File: config.mk
export PLATFORM = sky130hd
export DESIGN_NAME = config_loader_flat
export DESIGN_NICKNAME = d
export VERILOG_FILES = /design/src/rtl/config_loader_if.sv /design/src/rtl/config_loader.sv /design/src/flat_wrapper.sv
export SDC_FILE = /design/constraint.sdc
export NUM_CORES = 1
export LEC_CHECK = 0
export CAP_MARGIN = 20
export CORE_MARGIN = 2
export CORE_UTILIZATION = 34
export CTS_BUF_LIST = sky130_fd_sc_hd__clkbuf_2
export DETAILED_ROUTE_END_ITERATION = 8
export SLEW_MARGIN = 15
export SYNTH_ARGS = -nofsm -noshare
export SYNTH_HDL_FRONTEND = slang
export SYNTH_SLANG_ARGS = --single-unit
File: constraint.sdc
create_clock -name clock -period 8.3 [get_ports clock]
set_input_delay 1.66 -clock clock [delete_from_list [all_inputs] [get_ports clock]]
set_output_delay 1.66 -clock clock [all_outputs]
set_load 0.01 [all_outputs]
File: src/rtl/config_loader_if.sv
// ---------------------------------------------------------------------------
// config_loader_if
//   Bitstream word stream into the configuration loader.
//
//   Handshake: the source drives word_data/word_valid; the loader drives
//   word_ready. A word moves on a rising clock edge where word_valid and
//   word_ready are both high. Once word_valid is raised the source holds
//   word_data stable until that transfer. word_ready may depend on nothing
//   the source does in the same cycle.
//
//   Signals:
//     word_data   bitstream word, bit 0 shifted into the chain first
//     word_valid  word_data holds a word
//     word_ready  loader takes the word this cycle
//
//   Modports:
//     master  bitstream source (host interface or boot ROM reader)
//     slave   config_loader
// ---------------------------------------------------------------------------
interface config_loader_if #(
    parameter int WORD_WIDTH = 8
);
    logic [WORD_WIDTH-1:0] word_data;
    logic                  word_valid;
    logic                  word_ready;

    modport master (
        output word_data,
        output word_valid,
        input  word_ready
    );

    modport slave (
        input  word_data,
        input  word_valid,
        output word_ready
    );
endinterface

File: src/rtl/config_loader.sv
// ---------------------------------------------------------------------------
// config_loader
//   Loads a configuration bitstream into the serial config chain of a row or
//   column of logic tiles. The chain is cleared, loaded LSB first from the
//   word stream, then recirculated once while its ones are counted. A match
//   with the ones counted during loading releases the fabric enable.
//
//   Ports:
//     clock            block and config-chain clock
//     nreset           asynchronous active-low reset
//     start            one-cycle pulse, begins a load from IDLE/DONE/ERROR
//     word_if          bitstream word stream (slave side)
//     config_data_out  serial bit to the chain head
//     config_enable    chain shift enable
//     config_nreset    chain reset, active low
//     config_return    chain tail output
//     fabric_enable    tile enable, high only in DONE
//     busy             high in CLEAR, LOAD, VERIFY
//     done             high in DONE
//     error            high in ERROR
//     debug_state      current FSM state encoding
// ---------------------------------------------------------------------------
module config_loader #(
    parameter int TILE_CONFIG_BITS = 29,
    parameter int TILE_COUNT       = 4,
    parameter int WORD_WIDTH       = 8,
    parameter int CLEAR_CYCLES     = 4
) (
    input  logic                   clock,
    input  logic                   nreset,
    input  logic                   start,
    config_loader_if.slave         word_if,
    output logic                   config_data_out,
    output logic                   config_enable,
    output logic                   config_nreset,
    input  logic                   config_return,
    output logic                   fabric_enable,
    output logic                   busy,
    output logic                   done,
    output logic                   error,
    output logic [2:0]             debug_state
);

    localparam int CHAIN_BITS = TILE_CONFIG_BITS * TILE_COUNT;
    localparam int CW         = $clog2(CHAIN_BITS + 1);
    localparam int SW         = $clog2(WORD_WIDTH + 1);
    localparam int KW         = (CLEAR_CYCLES > 1) ? $clog2(CLEAR_CYCLES) : 1;

    localparam logic [CW-1:0] CHAIN_C    = CW'(CHAIN_BITS);
    localparam logic [CW-1:0] VER_LAST   = CW'(CHAIN_BITS - 1);
    localparam logic [CW-1:0] WORD_CW    = CW'(WORD_WIDTH);
    localparam logic [SW-1:0] WORD_SW    = SW'(WORD_WIDTH);
    localparam logic [KW-1:0] CLEAR_LAST = KW'(CLEAR_CYCLES - 1);

    typedef enum logic [2:0] {
        ST_IDLE   = 3'd0,
        ST_CLEAR  = 3'd1,
        ST_LOAD   = 3'd2,
        ST_VERIFY = 3'd3,
        ST_DONE   = 3'd4,
        ST_ERROR  = 3'd5
    } state_t;

    state_t state, state_n;

    logic [WORD_WIDTH-1:0] sh_buf, sh_buf_n;
    logic [SW-1:0]         sh_cnt, sh_cnt_n;      // bits left in sh_buf
    logic [CW-1:0]         bits_loaded, bits_loaded_n;
    logic [CW-1:0]         ones_expected, ones_expected_n;
    logic [CW-1:0]         ones_seen, ones_seen_n;
    logic [CW-1:0]         ver_cnt, ver_cnt_n;
    logic [KW-1:0]         clr_cnt, clr_cnt_n;

    logic                  data_q, data_n;
    logic                  enable_n;
    logic                  recirc_q;
    logic                  word_ready_q, ready_n;

    logic                  accept;
    logic                  shift_bit;
    logic [CW-1:0]         remaining;
    logic [SW-1:0]         take;

    assign word_if.word_ready = word_ready_q;
    assign debug_state        = state;

    // During VERIFY the tail is fed straight back to the head. A flop in this
    // path would make the ring CHAIN_BITS+1 long and leave the contents
    // rotated after CHAIN_BITS shifts, so only the select is registered.
    assign config_data_out = recirc_q ? config_return : data_q;

    always_ff @(posedge clock or negedge nreset) begin
        if (!nreset) begin
            state <= ST_IDLE;
        end else begin
            state <= state_n;
        end
    end

    always_comb begin
        state_n         = state;
        sh_buf_n        = sh_buf;
        sh_cnt_n        = sh_cnt;
        bits_loaded_n   = bits_loaded;
        ones_expected_n = ones_expected;
        ones_seen_n     = ones_seen;
        ver_cnt_n       = ver_cnt;
        clr_cnt_n       = clr_cnt;
        data_n          = 1'b0;
        enable_n        = 1'b0;

        accept    = word_if.word_valid & word_ready_q;
        // Bits the chain still needs beyond those already driven or buffered;
        // the final word is cut down to this.
        remaining = CHAIN_C - bits_loaded - CW'(sh_cnt);
        take      = (remaining >= WORD_CW) ? WORD_SW : SW'(remaining);
        // An empty buffer forwards bit 0 of the arriving word directly, so
        // the first word costs no extra cycle.
        shift_bit = (sh_cnt == '0) ? word_if.word_data[0] : sh_buf[0];

        case (state)
            ST_IDLE, ST_DONE, ST_ERROR: begin
                if (start) begin
                    state_n   = ST_CLEAR;
                    clr_cnt_n = '0;
                end
            end

            ST_CLEAR: begin
                sh_buf_n        = '0;
                sh_cnt_n        = '0;
                bits_loaded_n   = '0;
                ones_expected_n = '0;
                ones_seen_n     = '0;
                ver_cnt_n       = '0;
                if (clr_cnt == CLEAR_LAST) begin
                    state_n = ST_LOAD;
                end else begin
                    clr_cnt_n = clr_cnt + KW'(1);
                end
            end

            ST_LOAD: begin
                if (bits_loaded == CHAIN_C) begin
                    // Last bit entered the chain on this edge; recirculation
                    // starts with the next one.
                    state_n   = ST_VERIFY;
                    enable_n  = 1'b1;
                    ver_cnt_n = '0;
                end else begin
                    if (accept || (sh_cnt != '0)) begin
                        data_n          = shift_bit;
                        enable_n        = 1'b1;
                        bits_loaded_n   = bits_loaded + CW'(1);
                        ones_expected_n = ones_expected + CW'(shift_bit);
                    end
                    if (accept) begin
                        if (sh_cnt == '0) begin
                            sh_buf_n = word_if.word_data >> 1;
                            sh_cnt_n = take - SW'(1);
                        end else begin
                            sh_buf_n = word_if.word_data;
                            sh_cnt_n = take;
                        end
                    end else if (sh_cnt != '0) begin
                        sh_buf_n = sh_buf >> 1;
                        sh_cnt_n = sh_cnt - SW'(1);
                    end
                end
            end

            ST_VERIFY: begin
                enable_n    = 1'b1;
                ones_seen_n = ones_seen + CW'(config_return);
                if (ver_cnt == VER_LAST) begin
                    enable_n = 1'b0;
                    state_n  = (ones_seen_n == ones_expected) ? ST_DONE : ST_ERROR;
                end else begin
                    ver_cnt_n = ver_cnt + CW'(1);
                end
            end

            default: begin
                state_n = ST_IDLE;
            end
        endcase

        // Ready whenever the buffer will be empty or down to its last bit,
        // as long as the chain still needs more than is already held.
        ready_n = (state_n == ST_LOAD) && (sh_cnt_n <= SW'(1)) &&
                  ((bits_loaded_n + CW'(sh_cnt_n)) < CHAIN_C);
    end

    always_ff @(posedge clock or negedge nreset) begin
        if (!nreset) begin
            sh_buf        <= '0;
            sh_cnt        <= '0;
            bits_loaded   <= '0;
            ones_expected <= '0;
            ones_seen     <= '0;
            ver_cnt       <= '0;
            clr_cnt       <= '0;
            data_q        <= 1'b0;
            recirc_q      <= 1'b0;
            word_ready_q  <= 1'b0;
            config_enable <= 1'b0;
            config_nreset <= 1'b0;
            fabric_enable <= 1'b0;
            busy          <= 1'b0;
            done          <= 1'b0;
            error         <= 1'b0;
        end else begin
            sh_buf        <= sh_buf_n;
            sh_cnt        <= sh_cnt_n;
            bits_loaded   <= bits_loaded_n;
            ones_expected <= ones_expected_n;
            ones_seen     <= ones_seen_n;
            ver_cnt       <= ver_cnt_n;
            clr_cnt       <= clr_cnt_n;
            data_q        <= data_n;
            recirc_q      <= (state_n == ST_VERIFY);
            word_ready_q  <= ready_n;
            config_enable <= enable_n;
            config_nreset <= (state_n != ST_CLEAR);
            fabric_enable <= (state_n == ST_DONE);
            busy          <= (state_n == ST_CLEAR) || (state_n == ST_LOAD) ||
                             (state_n == ST_VERIFY);
            done          <= (state_n == ST_DONE);
            error         <= (state_n == ST_ERROR);
        end
    end

endmodule

File: src/flat_wrapper.sv
// flat-port wrapper written by rule: the top's interface ports become plain ports
module config_loader_flat 
#(
    parameter int TILE_CONFIG_BITS = 29,
    parameter int TILE_COUNT       = 4,
    parameter int WORD_WIDTH       = 8,
    parameter int CLEAR_CYCLES     = 4
)
  (clock, nreset, start, config_data_out, config_enable, config_nreset, config_return, fabric_enable, busy, done, error, debug_state, word_if_word_data, word_if_word_valid, word_if_word_ready);
  config_loader_if #(.WORD_WIDTH(WORD_WIDTH)) word_if_i ();
  input  logic clock;
  input  logic nreset;
  input  logic start;
  output logic config_data_out;
  output logic config_enable;
  output logic config_nreset;
  input  logic config_return;
  output logic fabric_enable;
  output logic busy;
  output logic done;
  output logic error;
  output logic [2:0] debug_state;
  input wire logic [$bits(word_if_i.word_data)-1:0] word_if_word_data;
  input wire logic [$bits(word_if_i.word_valid)-1:0] word_if_word_valid;
  output wire logic [$bits(word_if_i.word_ready)-1:0] word_if_word_ready;
  assign word_if_i.word_data = word_if_word_data;
  assign word_if_i.word_valid = word_if_word_valid;
  assign word_if_word_ready = word_if_i.word_ready;
  config_loader #(.TILE_CONFIG_BITS(TILE_CONFIG_BITS), .TILE_COUNT(TILE_COUNT), .WORD_WIDTH(WORD_WIDTH), .CLEAR_CYCLES(CLEAR_CYCLES)) u_core (.clock(clock), .nreset(nreset), .start(start), .word_if(word_if_i), .config_data_out(config_data_out), .config_enable(config_enable), .config_nreset(config_nreset), .config_return(config_return), .fabric_enable(fabric_enable), .busy(busy), .done(done), .error(error), .debug_state(debug_state));
endmodule
Word level (Yosys, flattened, before mapping)
Index checks and enable logic that the tools add are counted.
{ "classes": {"add_sub_neg": 10, "n_reduce_logical": 17, "order_cmp": 3, "n_bitwise": 1, "eq_ne": 22, "mux": 39} }
{ "op_table": {"columns": ["op", "count"], "rows": [
  ["two-way mux 7 bit", 6],
  ["case mux 7 bit (2 select lines)", 3],
  ["two-way mux 8 bit", 4],
  ["case mux 7 bit (3 select lines)", 1],
  ["two-way mux 4 bit", 5],
  ["case mux 8 bit (2 select lines)", 1],
  ["adder 7 x 1 -> 7 bit", 2],
  ["adder 7 x 1 -> 7 bit (second input constant)", 2],
  ["== test 7 bit (second input constant)", 2],
  ["== test 3 x 2 -> 1 bit (second input constant)", 4],
  ["== test 3 bit (second input constant)", 4],
  ["two-way mux 3 bit", 4],
  ["case mux 3 bit (4 select lines)", 1],
  ["AND reduction 3 bit", 4],
  ["two-way mux 1 bit", 9],
  ["!= test 2 bit (second input constant)", 4],
  ["case mux 4 bit (2 select lines)", 1],
  ["subtractor 4 x 1 -> 4 bit (second input constant)", 2],
  ["adder 7 x 4 -> 7 bit", 1],
  ["== test 7 bit", 1],
  [">= comparator 7 x 4 -> 1 bit (second input constant)", 1],
  ["< comparator 7 bit (second input constant)", 1],
  ["subtractor 7 x 4 -> 7 bit", 1],
  ["subtractor 7 bit (first input constant)", 1],
  ["18 further kinds", 27]
]} }
{ "word_totals": {"out_inout_bits": 11, "word_cells": 108, "regBits": 53, "in_bits": 13} }

Logic depth before layout (Yosys ltp)
Gate-level depths: netlist of the first run.
{ "logic_depth": {"word_depth": 12, "depth_mapped": 15, "ltp_nobuf": 15} }

Least setup slack after synthesis of the first run
OpenSTA, ideal clock, no wires.
{ "synth_path": {"kind": "input port to flip-flop", "startpoint": "input port word_if_word_valid", "endpoint": "register u_core.word_ready_q (netlist: u_core.word_if.word_ready)", "path_slack_ps": 4456, "setup_ps": 124, "required_time_ps": 8176, "n_path_buf": 1, "stages": 12, "arrival_ps": 3721, "path_cell_list": "nand2_1 clkbuf_1 xnor2_1 o311ai_0 nand2_1 o21ai_0 ha_1 a21o_1 a21oi_1 xnor2_1 nand3_1 o31a_1"} }
{ "synth_rtl": {"columns": ["item", "line", "source"], "rows": [
  ["start: declaration", "flat_wrapper.sv:24", "input wire logic [$bits(word_if_i.word_valid)-1:0] word_if_word_valid;"],
  ["AND 1 bit (*)", "config_loader.sv:112", "accept = word_if.word_valid & word_ready_q;"],
  ["two-way mux 4 bit (*)", "config_loader.sv:157", "if (accept) begin"],
  ["two-way mux 4 bit (*)", "config_loader.sv:144", "if (bits_loaded == CHAIN_C) begin"],
  ["case mux 4 bit (2 select lines) (*)", "config_loader.sv:121", "case (state)"],
  ["named net u_core.sh_cnt_n[2]", "config_loader.sv:67", "logic [SW-1:0] sh_cnt, sh_cnt_n;"],
  ["adder 7 x 4 -> 7 bit / <= comparator 4 x 1 -> 1 bit (equally long branches)", "config_loader.sv:191, config_loader.sv:190", null],
  ["< comparator 7 bit / logical AND 1 bit (equally long branches)", "config_loader.sv:191, config_loader.sv:190", null],
  ["logical AND 1 bit (*)", "config_loader.sv:190", "ready_n = (state_n == ST_LOAD) && (sh_cnt_n <= SW'(1)) &&"],
  ["named net u_core.ready_n", "config_loader.sv:77", "logic word_ready_q, ready_n;"],
  ["end signal: assignment", "config_loader.sv:222", "word_ready_q <= ready_n;"],
  ["end: declaration", "config_loader.sv:77", null]
]} }
Mark *: on every way through the listed nets, which the timed path passes. The rest lies on a longest branch.
A chain may end at the register's enable or synchronous reset.

Final worst setup path of the first run
{ "layout_path": {"startpoint": "input port config_return", "endpoint": "output port config_data_out"} }
{ "layout_between": {"elab_chain_cells": 1} }
{ "layout_lines": {"columns": ["item", "line", "source"], "rows": [
  ["start: declaration", "flat_wrapper.sv:17", "input logic config_return;"],
  ["two-way mux 1 bit", "config_loader.sv:90", "assign config_data_out = recirc_q ? config_return : data_q;"],
  ["end: declaration", "flat_wrapper.sv:14", "output logic config_data_out;"]
]} }
Every way passes these cells.

==> results of run 1 <==
==> layout make-up <==
| cell class | count | area (µm²) | area share |
|---|---|---|---|
| tap | 133 | 166.4 | 0.04307 |
| sequential | 53 | 1326 | 0.3433 |
| inverter | 18 | 67.56 | 0.01749 |
| clock buffer | 6 | 30.03 | 0.007772 |
| clock inverter | 2 | 33.78 | 0.008744 |
| timing repair buffer | 24 | 232.7 | 0.06023 |
| multi-input combinational | 312 | 2007 | 0.5194 |
==> state kept, by name, indices dropped and copies added (netlist names), 2 cells and up <==
register / count
u_core.debug_state: 3
u_core.sh_cnt: 4
u_core.ver_cnt: 7
u_core.clr_cnt: 2
u_core.bits_loaded: 7
u_core.ones_expected: 7
u_core.ones_seen: 7
u_core.sh_buf: 8
==> placed cells by master, fill, tap and decap left out, drive strengths merged, types with 13 or more instances in the layout <==
| cell | synthesis | layout |
|---|---|---|
| nand2 | 58 | 58 |
| dfrtp | 53 | 53 |
| nor2 | 37 | 37 |
| a21oi | 35 | 35 |
| o21ai | 30 | 30 |
| clkdlybuf4s50 | 0 | 22 |
| ha | 20 | 20 |
| inv | 18 | 18 |
| nand3 | 14 | 14 |
| xnor2 | 13 | 13 |
==> per-stage QoR <==
stage	power, mW	util	hold WS, ps	area (µm²)
after detailed placement	1.147	0.3852	473.8	3800
after floorplan	0.9632	-	442.8	3472
final	1.279	0.3917	510.7	3864
after CTS	1.284	0.3917	524.3	3864
after global routing	1.399	0.3917	549.0	3864
after global placement	1.126	0.3852	457.2	3800
==> worst min-delay path by stage <==
stage | end | slack, ps | depth (start not counted)
floorplan | u_core.ones_seen[0] | 440 | 2
global placement | u_core.ones_seen[0] | 460 | 2
detailed placement | u_core.sh_buf[2] | 470 | 2
CTS | u_core.sh_buf[2] | 520 | 2
global route | u_core.sh_buf[2] | 550 | 2
finish | u_core.sh_buf[2] | 510 | 2
==> synthesized netlist by cell type (4+ instances only) <==
cell      instances  share of area
a21oi_1          32          0.046
and2_1            4         0.0072
clkbuf_1         10          0.011
dfrtp_1          53           0.38
ha_1             20          0.072
inv_1            18          0.019
nand2_1          57          0.062
nand2b_1          7          0.013
nand3_1          13          0.019
nand4_1           8          0.014
nor2_1           35          0.038
nor2b_1           4         0.0072
nor3_1            6         0.0086
nor3b_1           4         0.0086
nor4_1            7          0.013
o211ai_1          4         0.0086
o21ai_0          25          0.036
o21ai_1           4         0.0058
o31ai_1           4         0.0086
xnor2_1          13          0.033
xor2_1           10          0.025
==> worst max-delay path, cell delays in order <==
cell and delay (ps):
clkdlybuf4s50_1 420, mux2_2 270, clkdlybuf4s50_1 470
==> power by group through the flow <==
stage	sequential [mW]	combinational, mW	clock [mW]
5_1_grt	0.435	0.815	0.149
2_1_floorplan	0.392	0.571	0
6_report	0.423	0.724	0.131
3_5_place_dp	0.427	0.721	0
3_3_place_gp	0.424	0.702	0
4_1_cts	0.422	0.725	0.137
==> cells by family after synthesis <==
group | after synthesis
AND/OR/NAND/NOR | 167
XOR/XNOR | 23
adder cells (fa/ha/maj) | 21
flip-flops | 53
AO/OA/AOI/OAI | 94
multiplexers | 7
buffers and inverters | 34
==> layer usage <==
| metal | vias up | share of wire | track usage |
|---|---|---|---|
| met4 | 0 | 0.0076 | 0.03524 |
| met3 | 6 | 0.038 | 0.02495 |
| met2 | 66 | 0.45 | 0.2305 |
| met5 | - | 0 | 0 |
| met1 | 1401 | 0.50 | 0.2237 |
| li1 | 1445 | - | - |
==> summary.txt, run 1 <==
Status
  – Status: finished, final reports clean

Synth
  – Syn Nets: 433
  – Synthesized-area fraction occupied by xor and xnor cells: 0.05802
  – Synth Area in Simple Gates: 0.2497
  – Yosys warning count: 0
  – EDFF count, synth: 0
  – Mux cell area share after synthesis: 0.02162
  – Post-Synth Adder-Cell Area: 0.07784
  – Largest family of logic cells by synthesized area: simple AND/OR/NAND/NOR gates
  – Mean Syn Cell Area: 8.702 µm²
  – Register area share after synthesis: 0.3820
  – Netlist cell types: 62
  – Post-Syn Area: 3472 µm²
  – Flop and latch count out of synthesis: 53
  – Primary FF master, synth: dfrtp_1
  – Cells after Synth: 399
  – Async SR Flop Fraction: 1.000
  – Compound-Gate Fraction of Synth Area: 0.1708

Die
  – I/O pin total: 24
  – Die area: 11040 µm²
  – Initial Util: 0.3520
  – Die X: 105.1 µm
  – Core area: 9864 µm²
  – Die height: 105.1 µm
  – Row Count: 36

Power
  – PwrDens: 330.9 nW/µm²
  – Pint: 670.5 µW
  – Leakage: 1.612 nW
  – Switch share: 0.4756
  – Max IR drop VDD: 0.1569 mV
  – Sw Pwr: 608.1 µW
  – Clock power frac: 0.103
  – Flop pwr share: 0.331
  – Gate power share: 0.567

Global route
  – Total gr overflow: 0
  – Largest net degree at the start of global routing: 54
  – Vias in the first global route: 2724
  – Tot GR Track Use: 0.1514
  – First-pass GRT wire length: 13610 µm
  – Initial antenna violation count: 0

Clock network
  – CTS Buffer Depth: 2
  – Clock-pin slew on the worst setup and hold paths: 230 ps
  – Worst-skew pair later-pin latency: 420 ps
  – Post-CTS setup buffers: 0
  – Clock sinks: 53
  – Post_cts resized: 0
  – Hold-fix buffers, CTS: 0
  – Clock root cell: clkbuf_2
  – CTS tree: built
  – CTS Buf Count: 5
  – Max H-tree Level: 2

Detailed routing
  – DR WL/cell: 14.68 µm
  – Post-route DRC: 0
  – Post-route ant nets: 0
  – DR iter-0 viols: 150
  – Drt pass-1 iters: 5
  – Routed vias/inst: 5.325
  – Vias: 2918
  – Routed WL: 8043 µm

STA
  – Final Hold Vio Count: 0
  – Final TNS setup: 0 ps
  – Skew final: 23.27 ps
  – Share of the cycle needed by the critical path after routing: 0.5396
  – Worst Tran Pin Value: 959.1 ps
  – Post-layout min period: 4479 ps
  – Max Freq: 0.2233 GHz
  – Final setup vio count: 0
  – Worst setup margin: 3821 ps
  – RSZ-0062 raised after global routing: false
  – Pins Over Slew Limit: 0
  – Slew HR: 0.3578

Placement
  – DP Cell Count: 540
  – Routability cong.: 0.7952
  – DP Wirelength: 5820 µm
  – Dpl ws: 3418 ps
  – Port buffer count: 23

Critical path
  – R2R depth: 15
  – Critical Path AT: 2820 ps
  – Maximum net fanout on the critical path: 2
  – FF-to-FF End: u_core.word_if.word_ready
  – CP endpoint kind: output port
  – R2r setup slk: 4180 ps
  – Critical path origin: config_return
  – CP Class: in2out
  – Setup crit start kind: input pin
  – CP required: 6640 ps
  – Crit path to: config_data_out
  – Reg2reg start: u_core.bits_loaded[0]

Layout
  – Diodes inserted: 0
  – Fin cells: 548
  – Layout cells sized above 1: 0.06988
  – Area delta synth->final: 11.28%
  – Final nets: 448
  – Fillers: 990

Hold path
  – Hold Path Class: reg2reg
  – Hold Path Origin: u_core.sh_buf[2]

Run
  – Max-Cap Viols: 0
(Power assumes the default switching activity.)
==> run 2, diff against run 1 <==
Clock period 8.3 ns to 4.2 ns, I/O delays scaled along.
==> run 2 against run 1 <==
  * Power grew 100%
  * Clock power grew 84%
  * Critical path type is now reg2reg
  * Utilization grew 0.33 points
  * Critical endpoint is now u_core.word_if.word_ready
==> summary.txt, run 2 (synthesis results as in run 1) <==
Die
  – Row Count: 36 (unchanged)
  – Initial Util: 0.3520 (unchanged)
  – I/O pin total: 24 (unchanged)
  – Die X: 105.1 µm (unchanged)
  – Core area: 9864 µm² (unchanged)
  – Die height: 105.1 µm (unchanged)
  – Die area: 11040 µm² (unchanged)

Clock network
  – CTS Buf Count: 5 (unchanged)
  – Clock root cell: clkbuf_2
  – CTS Buffer Depth: 2 (unchanged)
  – CTS tree: built
  – Post-CTS setup buffers: 0 (unchanged)
  – Clock-pin slew on the worst setup and hold paths: 320 ps (+90 ps)
  – Max H-tree Level: 2 (unchanged)
  – Clock sinks: 53 (unchanged)
  – Worst-skew pair later-pin latency: 460 ps (+40 ps)
  – Hold-fix buffers, CTS: 0 (unchanged)

Detailed routing
  – Routed WL: 8047 µm (about the same)
  – DR WL/cell: 14.55 µm (-0.85%)
  – Vias: 2895 (-0.79%)
  – Post-route DRC: 0 (unchanged)
  – Routed vias/inst: 5.235 (-1.7%)
  – Drt pass-1 iters: 6 (+1)
  – DR iter-0 viols: 156 (+4.0%)
  – Post-route ant nets: 0 (unchanged)

Power
  – Max IR drop VDD: 0.2747 mV (+75%)
  – PwrDens: 656.2 nW/µm² (+98%)
  – Leakage: 1.633 nW (+1.3%)

STA
  – Skew final: 15.00 ps (-8.271 ps)
  – Final TNS setup: 0 ps (unchanged)
  – Final Hold Vio Count: 0 (unchanged)
  – Max Freq: 0.2585 GHz
  – WHS: 281.8 ps (-228.8 ps)
  – Worst Tran Pin Value: 686.3 ps (-272.8 ps)
  – RSZ-0062 raised after global routing: false
  – Final setup vio count: 0 (unchanged)
  – Post-layout min period: 3868 ps
  – Pins Over Slew Limit: 0 (unchanged)
  – Share of the cycle needed by the critical path after routing: 0.9211
  – Slew HR: 0.5382 (+0.1804)

Critical path
  – CP endpoint kind: register
  – Worst path buffer plus inverter count: 1 (-1)
  – Setup crit start kind: register
  – Worst path most repeated cell: ha_1
  – Maximum net fanout on the critical path: 8 (+6)
  – Crit-path slowest cell: dfrtp_1
  – CP Class: reg2reg
  – Critical path's top delay family: adder cells
  – CP required: 4590 ps (-2050 ps)
  – Critical Path AT: 4260 ps (+1440 ps)
  – Crit path cell chain: inv_1, ha_1, ha_1, fa_1, nor4b_2, nor4b_4, and2_1, a211oi_1, o21ai_0, ha_1, a21o_1, a21oi_1, xnor2_1, nand3_1, o31a_1
  – Max incr delay on CP: 500 ps (+30 ps)

Layout
  – Multi-input gate area: 2012 µm² (+0.25%)
  – Most frequent cells in the layout: nand2_1, dfrtp_1, nor2_1
  – Layout cells sized above 1: 0.08571 (+0.01583)
  – Fillers: 998 (+0.81%)
  – Final nets: 453 (+1.1%)
  – Max FFs per register: 8 (unchanged)
  – Reg with most FFs: u_core.sh_buf
  – Register Area: 1326 µm² (unchanged)
  – Area delta synth->final: 12.22%
  – Most common cell after layout, fill and taps aside: nand2_1
  – Diodes inserted: 0 (unchanged)

Global route
  – Largest net degree at the start of global routing: 32 (-41%)
  – Total gr overflow: 0 (unchanged)
  – Tot GR Track Use: 0.1522 (+0.0007185)
  – Vias in the first global route: 2762 (+1.4%)
  – Initial antenna violation count: 0 (unchanged)
  – First-pass GRT wire length: 13880 µm (+1.9%)

Run
  – Max-Cap Viols: 0 (unchanged)

Placement
  – Routability cong.: 0.8686 (+9.2%)
  – Port buffer count: 23 (unchanged)
  – DP Wirelength: 6022 µm (+3.5%)

Hold path
  – Hold Path Class: in2async

Status
  – Status: finished, final reports clean
-- run 2: cell types whose count changed in the layout (fill, tap and decap cells not counted), sizes merged --
| cell | previous run | this run |
|---|---|---|
| clkbuf | 6 | 5 |
| inv | 18 | 20 |
| buf | 2 | 7 |
| bufinv | 1 | 0 |
-- run 2: worst paths after layout --
kind / from / cells past startpoint / to / slack (ps)
setup / recovery: u_core.bits_loaded[0] / 15 / u_core.word_if.word_ready / 330
hold / removal: nreset / 1 / u_core.error / 280
setup reg to reg: u_core.bits_loaded[0] / 15 / u_core.word_if.word_ready / 330
hold reg to reg: u_core.ones_seen[0] / 2 / u_core.ones_seen[0] / 520
max in group asynchronous: nreset / 2 / u_core.sh_buf[1] / 3110
min in group clock: u_core.ones_seen[0] / 2 / u_core.ones_seen[0] / 520
-- run 2: per-stage QoR --
stage / power (mW) / instances / util / instance area (µm²) / setup WS [ps]
after CTS: 2.560 / 553 / 0.3945 / 3891 / 288.9
after detailed placement: 2.307 / 545 / 0.3890 / 3837 / 322.8
after global placement: 2.280 / 545 / 0.3890 / 3837 / 421.9
after global routing: 2.810 / 553 / 0.3950 / 3896 / 29.18
final: 2.557 / 553 / 0.3950 / 3896 / 331.5
after floorplan: 1.904 / 399 / - / 3472 / 653.5
-- run 2: power breakdown --
group | internal [mW] | switching, mW
logic | 0.597 | 0.888
registers | 0.655 | 0.175
clock network | 0.0501 | 0.191
total | 1.30 | 1.25
-- run 2: layout make-up --
class / count / area share
multi-input combinational: 312 / 0.5164
sequential: 53 / 0.3404
timing repair buffer: 29 / 0.06936
tap: 133 / 0.04271
inverter: 18 / 0.01734
clock inverter: 3 / 0.007386
clock buffer: 5 / 0.006423
-- run 2: per-layer routing --
layer	track usage	share of wire	vias to the layer above
li1	-	-	1447
met1	0.2321	0.50	1375
met2	0.2287	0.46	64
met3	0.01996	0.030	9
met4	0.03143	0.0087	0
met5	0	0	-
-- run 2: what timing repair did --
item / in CTS / in global routing
gates resized for setup: 0 / 1
endpoints found under the setup margin: 0 / 1
hold endpoints to repair: 0 / 0
-- run 2: worst reg2reg max path: stages (launching register included) --
cell      delay [ps]
dfrtp_1          500
inv_1            120
ha_1             210
ha_1             210
fa_1             440
nor4b_2          380
nor4b_4          120
and2_1           190
a211oi_1         290
o21ai_0          180
ha_1             340
a21o_1           170
a21oi_1          180
xnor2_1          130
nand3_1           90
o31a_1           280
==> run 3, diff against run 2 <==
Settings changed: CORE_UTILIZATION 34 to 50, PLACE_DENSITY from default to 0.69.
==> run 3 against run 2 <==
  * Wire length decreased by 5.1%
  * Final area decreased by 1.9%
  * Fmax about the same
  * Sequential power about the same
  * Non-clock buffer count increased by 1
  * Critical path type unchanged
==> summary.txt, run 3 (synthesis results as in run 1) <==
Layout
  – Register Area: 1328 µm² (about the same)
  – Reg with most FFs: u_core.sh_buf
  – Layout cells sized above 1: 0.08571 (unchanged)
  – Diodes inserted: 0 (unchanged)
  – Fin cells: 500 (-9.6%)
  – Fillers: 629 (-37%)
  – Most frequent cells in the layout: nand2_1, dfrtp_1, nor2_1
  – Area delta synth->final: 10.05%
  – Final nets: 454 (+0.22%)
  – Most common cell after layout, fill and taps aside: nand2_1
  – Post-layout util: 0.5656 (+0.1706)
  – Multi-input gate area: 2012 µm² (unchanged)
  – Max FFs per register: 8 (unchanged)

STA
  – Max Freq: 0.2585 GHz (about the same)
  – Skew final: 14.30 ps (-0.6945 ps)
  – Share of the cycle needed by the critical path after routing: 0.9212 (about the same)
  – Post-layout min period: 3869 ps (+0.3970 ps)
  – Worst setup margin: 331.1 ps (-0.3970 ps)
  – Slew HR: 0.4707 (-0.06752)
  – Final Hold Vio Count: 0 (unchanged)
  – Final setup vio count: 0 (unchanged)
  – Worst Tran Pin Value: 786.7 ps (+100.4 ps)
  – Final TNS setup: 0 ps (unchanged)
  – RSZ-0062 raised after global routing: false
  – Pins Over Slew Limit: 0 (unchanged)

Detailed routing
  – Routed WL: 7640 µm (-5.1%)
  – Drt pass-1 iters: 4 (-2)
  – DR iter-0 viols: 144 (-7.7%)
  – Routed vias/inst: 5.806 (+11%)
  – Vias: 2903 (+0.28%)
  – Post-route ant nets: 0 (unchanged)
  – DR WL/cell: 15.28 µm (+5.0%)
  – Post-route DRC: 0 (unchanged)

Global route
  – Initial antenna violation count: 0 (unchanged)
  – Tot GR Track Use: 0.2138 (+0.06164)
  – Total gr overflow: 0 (unchanged)
  – Vias in the first global route: 2711 (-1.8%)
  – First-pass GRT wire length: 13000 µm (-6.3%)
  – Largest net degree at the start of global routing: 29 (-9.4%)

Placement
  – Port buffer count: 23 (unchanged)
  – Routability cong.: 0.8285 (-4.6%)
  – Dpl ws: 285.5 ps (-37.29 ps)
  – DP Cell Count: 493 (-9.5%)
  – DP Wirelength: 5761 µm (-4.3%)

Critical path
  – Critical Path AT: 4220 ps (-40 ps)
  – CP endpoint kind: register
  – Setup crit start kind: register
  – CP Class: reg2reg
  – CP required: 4550 ps (-40 ps)
  – Maximum net fanout on the critical path: 8 (unchanged)

Clock network
  – Clock-pin slew on the worst setup and hold paths: 270 ps (-50 ps)
  – Worst-skew pair later-pin latency: 430 ps (-30 ps)
  – Clock root cell: clkbuf_2
  – CTS tree: built
  – Max H-tree Level: 2 (unchanged)
  – Hold-fix buffers, CTS: 0 (unchanged)
  – Clock sinks: 53 (unchanged)
  – CTS Buffer Depth: 2 (unchanged)
  – CTS Buf Count: 5 (unchanged)

Die
  – Die area: 7627 µm² (-31%)
  – Die height: 87.33 µm (-17%)
  – Core area: 6756 µm² (-32%)
  – Die X: 87.33 µm (-17%)
  – I/O pin total: 24 (unchanged)
  – Row Count: 30 (-17%)
  – Initial Util: 0.5139 (+0.1619)

Power
  – Flop pwr share: 0.327 (+0.002)
  – Sw Pwr: 1.218 mW (-2.9%)
  – Gate power share: 0.594 (+0.013)
  – Max IR drop VDD: 0.4270 mV (+55%)
  – Switch share: 0.4823 (-0.008458)
  – Leakage: 1.623 nW (-0.63%)
  – Clock power frac: 0.079 (-0.015)
  – PwrDens: 661.1 nW/µm² (+0.74%)
  – Pint: 1.308 mW (+0.44%)

Run
  – Max-Cap Viols: 0 (unchanged)

Hold path
  – Hold Path Class: in2async

Status
  – Status: finished, final reports clean
## run 3: critical path: stages, from the launching register on
cell      delay, ps
dfrtp_1         480
ha_1            290
inv_1            40
ha_1            210
fa_1            430
nor4b_2         390
nor4b_4         120
and2_1          180
a211oi_1        280
o21ai_0         170
ha_1            340
a21o_1          170
a21oi_1         170
xnor2_1         140
nand3_1         100
o31a_1          280
## run 3: metal layers
metal	global-route usage	vias up	wire (µm)
met5	0	-	0
met4	0.03776	0	54
met3	0.03128	5	272
met2	0.3609	52	3757
met1	0.2950	1395	3556
li1	-	1451	-
## run 3: area by class of cell
class / instances / area share
inverters: 18 / 0.01768
well taps: 80 / 0.02620
flip-flops and latches: 53 / 0.3474
multi-input cells: 312 / 0.5265
clock inverters: 2 / 0.002947
clock buffers: 5 / 0.006549
repair buffers: 30 / 0.07269
## run 3: power by group through the flow
stage / sequential, mW / combinational, mW / clock (mW)
2_1_floorplan: 0.775 / 1.13 / 0
3_3_place_gp: 0.829 / 1.46 / 0
3_5_place_dp: 0.834 / 1.49 / 0
4_1_cts: 0.824 / 1.50 / 0.206
5_1_grt: 0.850 / 1.70 / 0.225
6_report: 0.827 / 1.50 / 0.200
## run 3: worst paths after layout
check | cells past startpoint | end | startpoint | slack [ps]
max | 15 | u_core.word_if.word_ready | u_core.sh_cnt[1] | 330
min | 1 | u_core.ver_cnt[4] | nreset | 360
max reg2reg | 15 | u_core.word_if.word_ready | u_core.sh_cnt[1] | 330
min reg2reg | 2 | u_core.ones_seen[0] | u_core.ones_seen[0] | 520
max in group asynchronous | 2 | u_core.ones_expected[1] | nreset | 3050
min in group clock | 2 | u_core.ones_seen[0] | u_core.ones_seen[0] | 520
## run 3: per-stage QoR
step,instance area [µm²],power (mW),hold WS [ps]
after detailed placement,3779,2.324,466.9
after global routing,3821,2.774,359.1
after global placement,3779,2.285,455.4
after CTS,3815,2.530,362.3
after floorplan,3472,1.904,442.8
final,3821,2.526,356.0
## run 3: repair_timing
| item | in CTS | in global routing |
|---|---|---|
| resized for setup | 0 | 2 |
| setup endpoints to repair | 0 | 1 |
| setup buffers | 0 | 0 |
